$ cat src/rtl/baud_tick_controller.sv
// UART oversampling tick controller: programmable clock divider feeding a per-bit
// oversample counter, with a valid/ready divisor update applied on tick boundaries.
`timescale 1ns/1ps
module baud_tick_controller #(
  parameter int NB_DIV      = 10,
  parameter int DEFAULT_DIV = 163,
  parameter int OVERSAMPLE  = 16,
  parameter int NB_OS       = 4
) (
  input  logic              i_clock,
  input  logic              i_reset_n,
  input  logic              i_enable,
  input  logic              i_cfg_valid,
  input  logic [NB_DIV-1:0] i_cfg_div,
  output logic              o_cfg_ready,
  output logic              o_cfg_err,
  input  logic              i_rx_resync,
  output logic              o_tick,
  output logic              o_mid_strobe,
  output logic              o_bit_strobe,
  output logic [NB_DIV-1:0] o_div
);

  typedef enum logic [1:0] {
    ST_IDLE = 2'd0,
    ST_RUN  = 2'd1,
    ST_PEND = 2'd2
  } state_t;

  localparam logic [NB_DIV-1:0] DEF_DIV_C = NB_DIV'(DEFAULT_DIV);
  localparam logic [NB_DIV-1:0] MIN_DIV_C = NB_DIV'(2);
  localparam logic [NB_OS-1:0]  OS_MID_C  = NB_OS'(OVERSAMPLE / 2 - 1);
  localparam logic [NB_OS-1:0]  OS_LAST_C = NB_OS'(OVERSAMPLE - 1);

  state_t              state_r;
  logic [NB_DIV-1:0]   div_r;
  logic [NB_DIV-1:0]   pend_r;
  logic [NB_DIV-1:0]   cnt_r;
  logic [NB_OS-1:0]    os_cnt_r;
  logic                ready_r;
  logic                err_r;
  logic                tick_r;
  logic                mid_r;
  logic                bit_r;

  logic                accept_s;
  logic                div_ok_s;
  logic                boundary_s;
  logic [NB_DIV-1:0]   cnt_inc_s;
  logic [NB_OS-1:0]    os_inc_s;

  // Request qualification and counter decode shared by the state machine.
  always_comb begin
    accept_s   = i_cfg_valid & ready_r;
    div_ok_s   = (i_cfg_div >= MIN_DIV_C);
    boundary_s = (cnt_r == (div_r - NB_DIV'(1)));
    cnt_inc_s  = cnt_r + NB_DIV'(1);
    os_inc_s   = os_cnt_r + NB_OS'(1);
  end

  // Controller state, divisor registers, phase counters and registered strobes.
  always_ff @(posedge i_clock or negedge i_reset_n) begin
    if (!i_reset_n) begin
      state_r  <= ST_IDLE;
      div_r    <= DEF_DIV_C;
      pend_r   <= NB_DIV'(0);
      cnt_r    <= NB_DIV'(0);
      os_cnt_r <= NB_OS'(0);
      ready_r  <= 1'b1;
      err_r    <= 1'b0;
      tick_r   <= 1'b0;
      mid_r    <= 1'b0;
      bit_r    <= 1'b0;
    end else begin
      tick_r <= 1'b0;
      mid_r  <= 1'b0;
      bit_r  <= 1'b0;
      err_r  <= accept_s & ~div_ok_s;
      case (state_r)
        ST_IDLE: begin
          cnt_r    <= NB_DIV'(0);
          os_cnt_r <= NB_OS'(0);
          ready_r  <= 1'b1;
          if (accept_s && div_ok_s) begin
            div_r <= i_cfg_div;
          end
          if (i_enable) begin
            state_r <= ST_RUN;
          end
        end
        ST_RUN, ST_PEND: begin
          if (!i_enable) begin
            // A waiting divisor is committed rather than dropped when going idle.
            state_r  <= ST_IDLE;
            ready_r  <= 1'b1;
            cnt_r    <= NB_DIV'(0);
            os_cnt_r <= NB_OS'(0);
            if (state_r == ST_PEND) begin
              div_r <= pend_r;
            end else if (accept_s && div_ok_s) begin
              div_r <= i_cfg_div;
            end
          end else begin
            if (i_rx_resync) begin
              cnt_r    <= NB_DIV'(0);
              os_cnt_r <= NB_OS'(0);
            end else if (boundary_s) begin
              cnt_r    <= NB_DIV'(0);
              os_cnt_r <= os_inc_s;
              tick_r   <= 1'b1;
              mid_r    <= (os_cnt_r == OS_MID_C);
              bit_r    <= (os_cnt_r == OS_LAST_C);
            end else begin
              cnt_r <= cnt_inc_s;
            end
            if (state_r == ST_PEND) begin
              if (i_rx_resync || boundary_s) begin
                div_r   <= pend_r;
                state_r <= ST_RUN;
                ready_r <= 1'b1;
              end
            end else if (accept_s && div_ok_s) begin
              pend_r  <= i_cfg_div;
              state_r <= ST_PEND;
              ready_r <= 1'b0;
            end
          end
        end
        default: begin
          state_r  <= ST_IDLE;
          ready_r  <= 1'b1;
          cnt_r    <= NB_DIV'(0);
          os_cnt_r <= NB_OS'(0);
        end
      endcase
    end
  end

  assign o_cfg_ready  = ready_r;
  assign o_cfg_err    = err_r;
  assign o_tick       = tick_r;
  assign o_mid_strobe = mid_r;
  assign o_bit_strobe = bit_r;
  assign o_div        = div_r;

endmodule
$ cat config.mk
export PLATFORM = sky130hd
export DESIGN_NAME = baud_tick_controller
export DESIGN_NICKNAME = d
export VERILOG_FILES = /design/src/rtl/baud_tick_controller.sv
export SDC_FILE = /design/constraint.sdc
export NUM_CORES = 1
export LEC_CHECK = 0
export CAP_MARGIN = 20
export CORE_MARGIN = 1
export CORE_UTILIZATION = 35
export CTS_CLUSTER_DIAMETER = 100
export CTS_CLUSTER_SIZE = 14
export DETAILED_ROUTE_END_ITERATION = 8
export GPL_TIMING_DRIVEN = 0
export PLACE_DENSITY = 0.6
export SLEW_MARGIN = 25
export SYNTH_ARGS = -nofsm -noshare
export SYNTH_HDL_FRONTEND = slang
export SYNTH_SLANG_ARGS = --single-unit
$ cat constraint.sdc
create_clock -name i_clock -period 2.8 [get_ports i_clock]
set_clock_uncertainty 0.05 [all_clocks]
set_input_delay 0.56 -clock i_clock [delete_from_list [all_inputs] [get_ports i_clock]]
set_output_delay 0.56 -clock i_clock [all_outputs]
set_load 0.02 [all_outputs]
==> Yosys cells after proc, flatten, opt, wreduce, memory -nomap -nowiden <==
Index checks and enable logic that the tools add are counted.
{ "word_totals": {"regBits": 41, "in_bits": 15, "out_inout_bits": 15, "elab_cells": 75} }
{ "op_classes": {"add_sub_neg": 3, "magnitude_cmp": 1, "eq_ne": 11, "n_mux": 37, "bitwise_logic": 4, "n_reduce_logical": 9} }
{ "ops": {"columns": ["cell", "n"], "rows": [
  ["two-way mux 10 bit", 9],
  ["case mux 10 bit (2 select lines)", 1],
  ["two-way mux 1 bit", 17],
  ["two-way mux 4 bit", 4],
  ["!= test 4 bit, second input constant", 3],
  ["adder 10 x 1 -> 10 bit, second input constant", 1],
  ["equality test 10 bit", 1],
  [">= comparator 10 x 2 -> 1 bit, second input constant", 1],
  ["two-way mux 2 bit", 5],
  ["subtractor 10 x 1 -> 10 bit, second input constant", 1],
  ["!= test 3 bit, second input constant", 2],
  ["AND reduction 3 bit", 2],
  ["adder 4 x 1 -> 4 bit, second input constant", 1],
  ["equality test 4 x 3 -> 1 bit, second input constant", 1],
  ["equality test 4 bit, second input constant", 1],
  ["case mux 2 bit (2 select lines)", 1],
  ["AND reduction 4 bit", 1],
  ["AND 1 bit", 2],
  ["equality test 2 x 1 -> 1 bit, second input constant", 1],
  ["equality test 2 bit, second input constant", 1],
  ["zero test 2 bit", 1],
  ["!= test 2 bit, second input constant", 1],
  ["inverter 1 bit", 2],
  ["AND reduction 2 bit", 1],
  ["other kinds (4)", 4]
]} }

==> Depth between registers and ports, before layout <==
{ "logic_depth": {"ltp_word": 7, "mapped_depth": 9} }

==> Least setup slack after synthesis <==
Ideal clock, no wire load.
{ "synth_path": {"path_type": "register to register", "startpoint": "reg div_r[0] (netlist: o_div[0])", "endpoint": "reg os_cnt_r[0]", "arrival_time_ns": 2.211, "slack_ns": 0.461, "stages_incl_launch_ff": 9, "path_buffers": 0, "synth_period_minus_slack_ns": 2.339, "cell_sequence": "dfstp_2 > inv_1 > ha_1 > nor4b_1 > a21oi_1 > o22ai_1 > or3_4 > or3_1 > a21oi_1"} }
{ "synth_via": {"elab_chain_len": 3} }
{ "synth_lines": {"columns": ["item", "line_no", "text"], "rows": [
  ["start, declared", "36", "logic [NB_DIV-1:0] div_r;"],
  ["start signal, assigned", "85", "div_r <= i_cfg_div;"],
  ["start signal, assigned", "99", "div_r <= pend_r;"],
  ["start signal, assigned", "101", "div_r <= i_cfg_div;"],
  ["subtractor 10 x 1 -> 10 bit", "56", "boundary_s = (cnt_r == (div_r - NB_DIV'(1)));"],
  ["equality test 10 bit", "56", null],
  ["!= test 4 bit (no source line)", null, null],
  ["end signal, assigned", "109", "os_cnt_r <= os_inc_s;"],
  ["end, declared", "39", "logic [NB_OS-1:0] os_cnt_r;"]
]} }
No other way between the ends.
A chain may end at the register's enable or synchronous reset.

==> Worst setup path after layout <==
{ "layout_path": {"startpoint": "in i_cfg_valid", "endpoint": "reg pend_r[2]"} }
{ "layout_via": {"elab_chain_len": 3} }
{ "layout_lines": {"columns": ["item", "line_no", "text"], "rows": [
  ["start, declared", "13", "input logic i_cfg_valid,"],
  ["AND 1 bit", "54", "accept_s = i_cfg_valid & ready_r;"],
  ["logical AND 1 bit", "122", "end else if (accept_s && div_ok_s) begin"],
  ["AND reduction 4 bit (no source line)", null, null],
  ["end signal, assigned", "123", "pend_r <= i_cfg_div;"],
  ["end, declared", "37", "logic [NB_DIV-1:0] pend_r;"]
]} }
No other way between the ends.

==> reports/qor.yml <==
maxSlewViolCount: 0
period_minus_slack_ps: 2610
grt_max_degree: 27
synth_flop_cell: "dfrtp_1"
synth_area_um2: 2370
portBuffers: 29
synth_edf_count: 0
clk_latency_ps: 290
clockRootBuffer: "clkbuf_8"
crit_path_max_incr_delay_ps: 490
rows: 29
dr_wl_met2_um: 2310
vias_per_cell: 5.40
diodes: 0
grt_pass1_wl_um: 8790
most-common-layout-cells: "dfrtp_1 (36), clkdlybuf4s50_1 (28), nor2_1 (25), a21oi_1 (17), nand2_1 (17)"
ys.warnings.count: 0
initial_core_util_pct: 36.8
dieArea_um2: 7090
hpwl_um: 3750
cts.sinks: 41
start_kind: "input port"
grt_use_total_pct: 15.5
hold_buffers: 0
crit_family: "buffers and inverters"
period_share_pct: 93.1
hold_class: "in -> async"
vias: 1921
routed.top_layer: "met4"
cp.required_ps: 2930
fin_nets: 300
yosysSeqAreaShare_pct: 43.6
cts.clk_slew.worst_paths_ps: 80
crit_chain: "clkdlybuf4s50_1 > and2_1 > clkbuf_1 > nand2_1 > clkbuf_1 > nor2_2 > mux2_2"
max_cap_viol_count: 0
cp_common_cell: "clkbuf_1"
critPathMaxFanout: 10
clk_path_buf_depth: 2
routed_wl_um: 5170
vdd_ir_drop_max_uv: 656
hold_violations: 0
fmax_mhz: 384
core_area_um2: 6420
die-height_um: 84.2
finalSetupViolCount: 0
rsz0062_at_grt: "false"
outcome: "finished clean"
endpoint_kind: "flop"
final_common_cell: "dfrtp_1"
synth_cell_types: 54
syn_avg_cell_area_um2: 9.82
grt_pass1_vias: 1815
drive_above_1_share_pct: 13.6
path_class: "in -> reg"
gp_congestion: 0.750
drtAntennaViolNets: 0
hold_ws_ps: 136
die-width_um: 84.2
drt_iter0_drc: 87
synth_seq_cells: 41
syn_to_final_growth_pct: 22.0
grt_overflow: 0
io_pins: 30
worst_slew_pin_slew_ps: 562
ctsResizeCount: 1
antenna_found_initial: 0
critPathBufInv: 3
async_flop_share_pct: 100
postSynthCellCount: 241
wl_met3_um: 220
powerDensity_nw_per_um2: 994
cts_tree: "yes"
routedWlPerCell_um: 14.5
drc: 0
cts_setup_buffers: 0
cts_made_buffers: 5
htreeDepth: 2
timing.slew.headroom_pct: 62.4
crit_slowest_cell: "nor2_2"
p_leak_nw: 1.22
arrival_ps: 2740
wl_met1_um: 2580
syn-num-nets: 263
dr.pass1.iters: 4
final_util_pct: 44.9
[final cells by class]
cell class                 instances  area (um2)
fill                             658        3540
multi-input combinational        184        1270
sequential                        41        1030
timing repair buffer              30         305
tap                               77        96.3
clock buffer                       7        86.3
buffer                             8        37.5
clock inverter                     1        30.0
inverter                           8        30.0
[logic make-up after synthesis]
family	after synthesis	share of synthesized area [%]
DFF	41	43.6
muxes	14	6.56
adders and majority gates	7	3.70
buffers and inverters	16	2.86
AOI/OAI and AO/OA	54	16.2
and+or+nand+nor	92	20.7
xor gates and xnor gates	17	6.29
[final timing paths]
| kind | from | to | slack, ps | cells past startpoint |
|---|---|---|---|---|
| worst max-delay path | i_cfg_valid | pend_r[2] | 190 | 7 |
| worst min-delay path | i_reset_n | cnt_r[0] | 140 | 1 |
| worst max register to register | o_div[0] | o_div[4] | 240 | 8 |
| worst min register to register | os_cnt_r[3] | o_mid_strobe | 420 | 1 |
| max in group asynchronous | i_reset_n | o_div[1] | 2010 | 2 |
| min in group i_clock | os_cnt_r[3] | o_mid_strobe | 420 | 1 |
[cells in the mapped netlist (2+ instances only)]
| library cell | instances | share of area [%] |
|---|---|---|
| dfstp_2 | 5 | 5.6 |
| nand3_1 | 7 | 1.5 |
| a21oi_1 | 17 | 3.6 |
| ha_1 | 7 | 3.7 |
| a221oi_1 | 2 | 0.74 |
| and4_1 | 2 | 0.74 |
| o2bb2ai_1 | 7 | 2.6 |
| o21a_1 | 3 | 0.95 |
| nand2_1 | 17 | 2.7 |
| nand2b_1 | 3 | 0.79 |
| clkbuf_1 | 7 | 1.1 |
| o21ai_0 | 5 | 1.1 |
| nor2_1 | 26 | 4.1 |
| nor4_1 | 5 | 1.3 |
| or3_1 | 2 | 0.53 |
| nor3_2 | 2 | 0.85 |
| xnor2_1 | 6 | 2.2 |
| dfrtp_1 | 36 | 38 |
| and2_1 | 3 | 0.79 |
| mux2i_1 | 2 | 0.85 |
| nor3_1 | 6 | 1.3 |
| xor2_1 | 11 | 4.1 |
| inv_1 | 8 | 1.3 |
| nand3b_1 | 2 | 0.63 |
| and3_1 | 9 | 2.4 |
| mux2_2 | 12 | 5.7 |
| a31oi_1 | 2 | 0.53 |
[where the power goes]
group	internal, mW	switching (mW)
sequential	0.789	0.169
clock	0.291	0.205
combinational	0.634	0.782
total	1.71	1.16
[registers in the layout (all words and copies together) (netlist names)]
signal,cells
o_div,10
o_cfg_err,1
o_mid_strobe,1
pend_r,10
cnt_r,10
os_cnt_r,4
o_bit_strobe,1
o_cfg_ready,1
state_r,2
o_tick,1
[stage by stage]
step / setup TNS (ps) / power (mW) / setup WS (ps) / area (um2) / instances
after floorplan: 0 / 1.95 / 461 / 2370 / 241
after global placement: -3690 / 2.36 / -362 / 2750 / 347
after detailed placement: -3680 / 2.37 / -349 / 2770 / 348
after CTS: 0 / 2.89 / 202 / 2890 / 356
after global routing: 0 / 3.08 / 1.32 / 2890 / 356
final: 0 / 2.87 / 193 / 2890 / 356
[layer usage]
metal  vias to the layer above  track usage, %
li1                        946               -
met1                       919            22.0
met2                        49            23.9
met3                         7            3.05
met4                         0            4.70
met5                         -               0
Note: power is estimated with default switching activity, not from simulation.
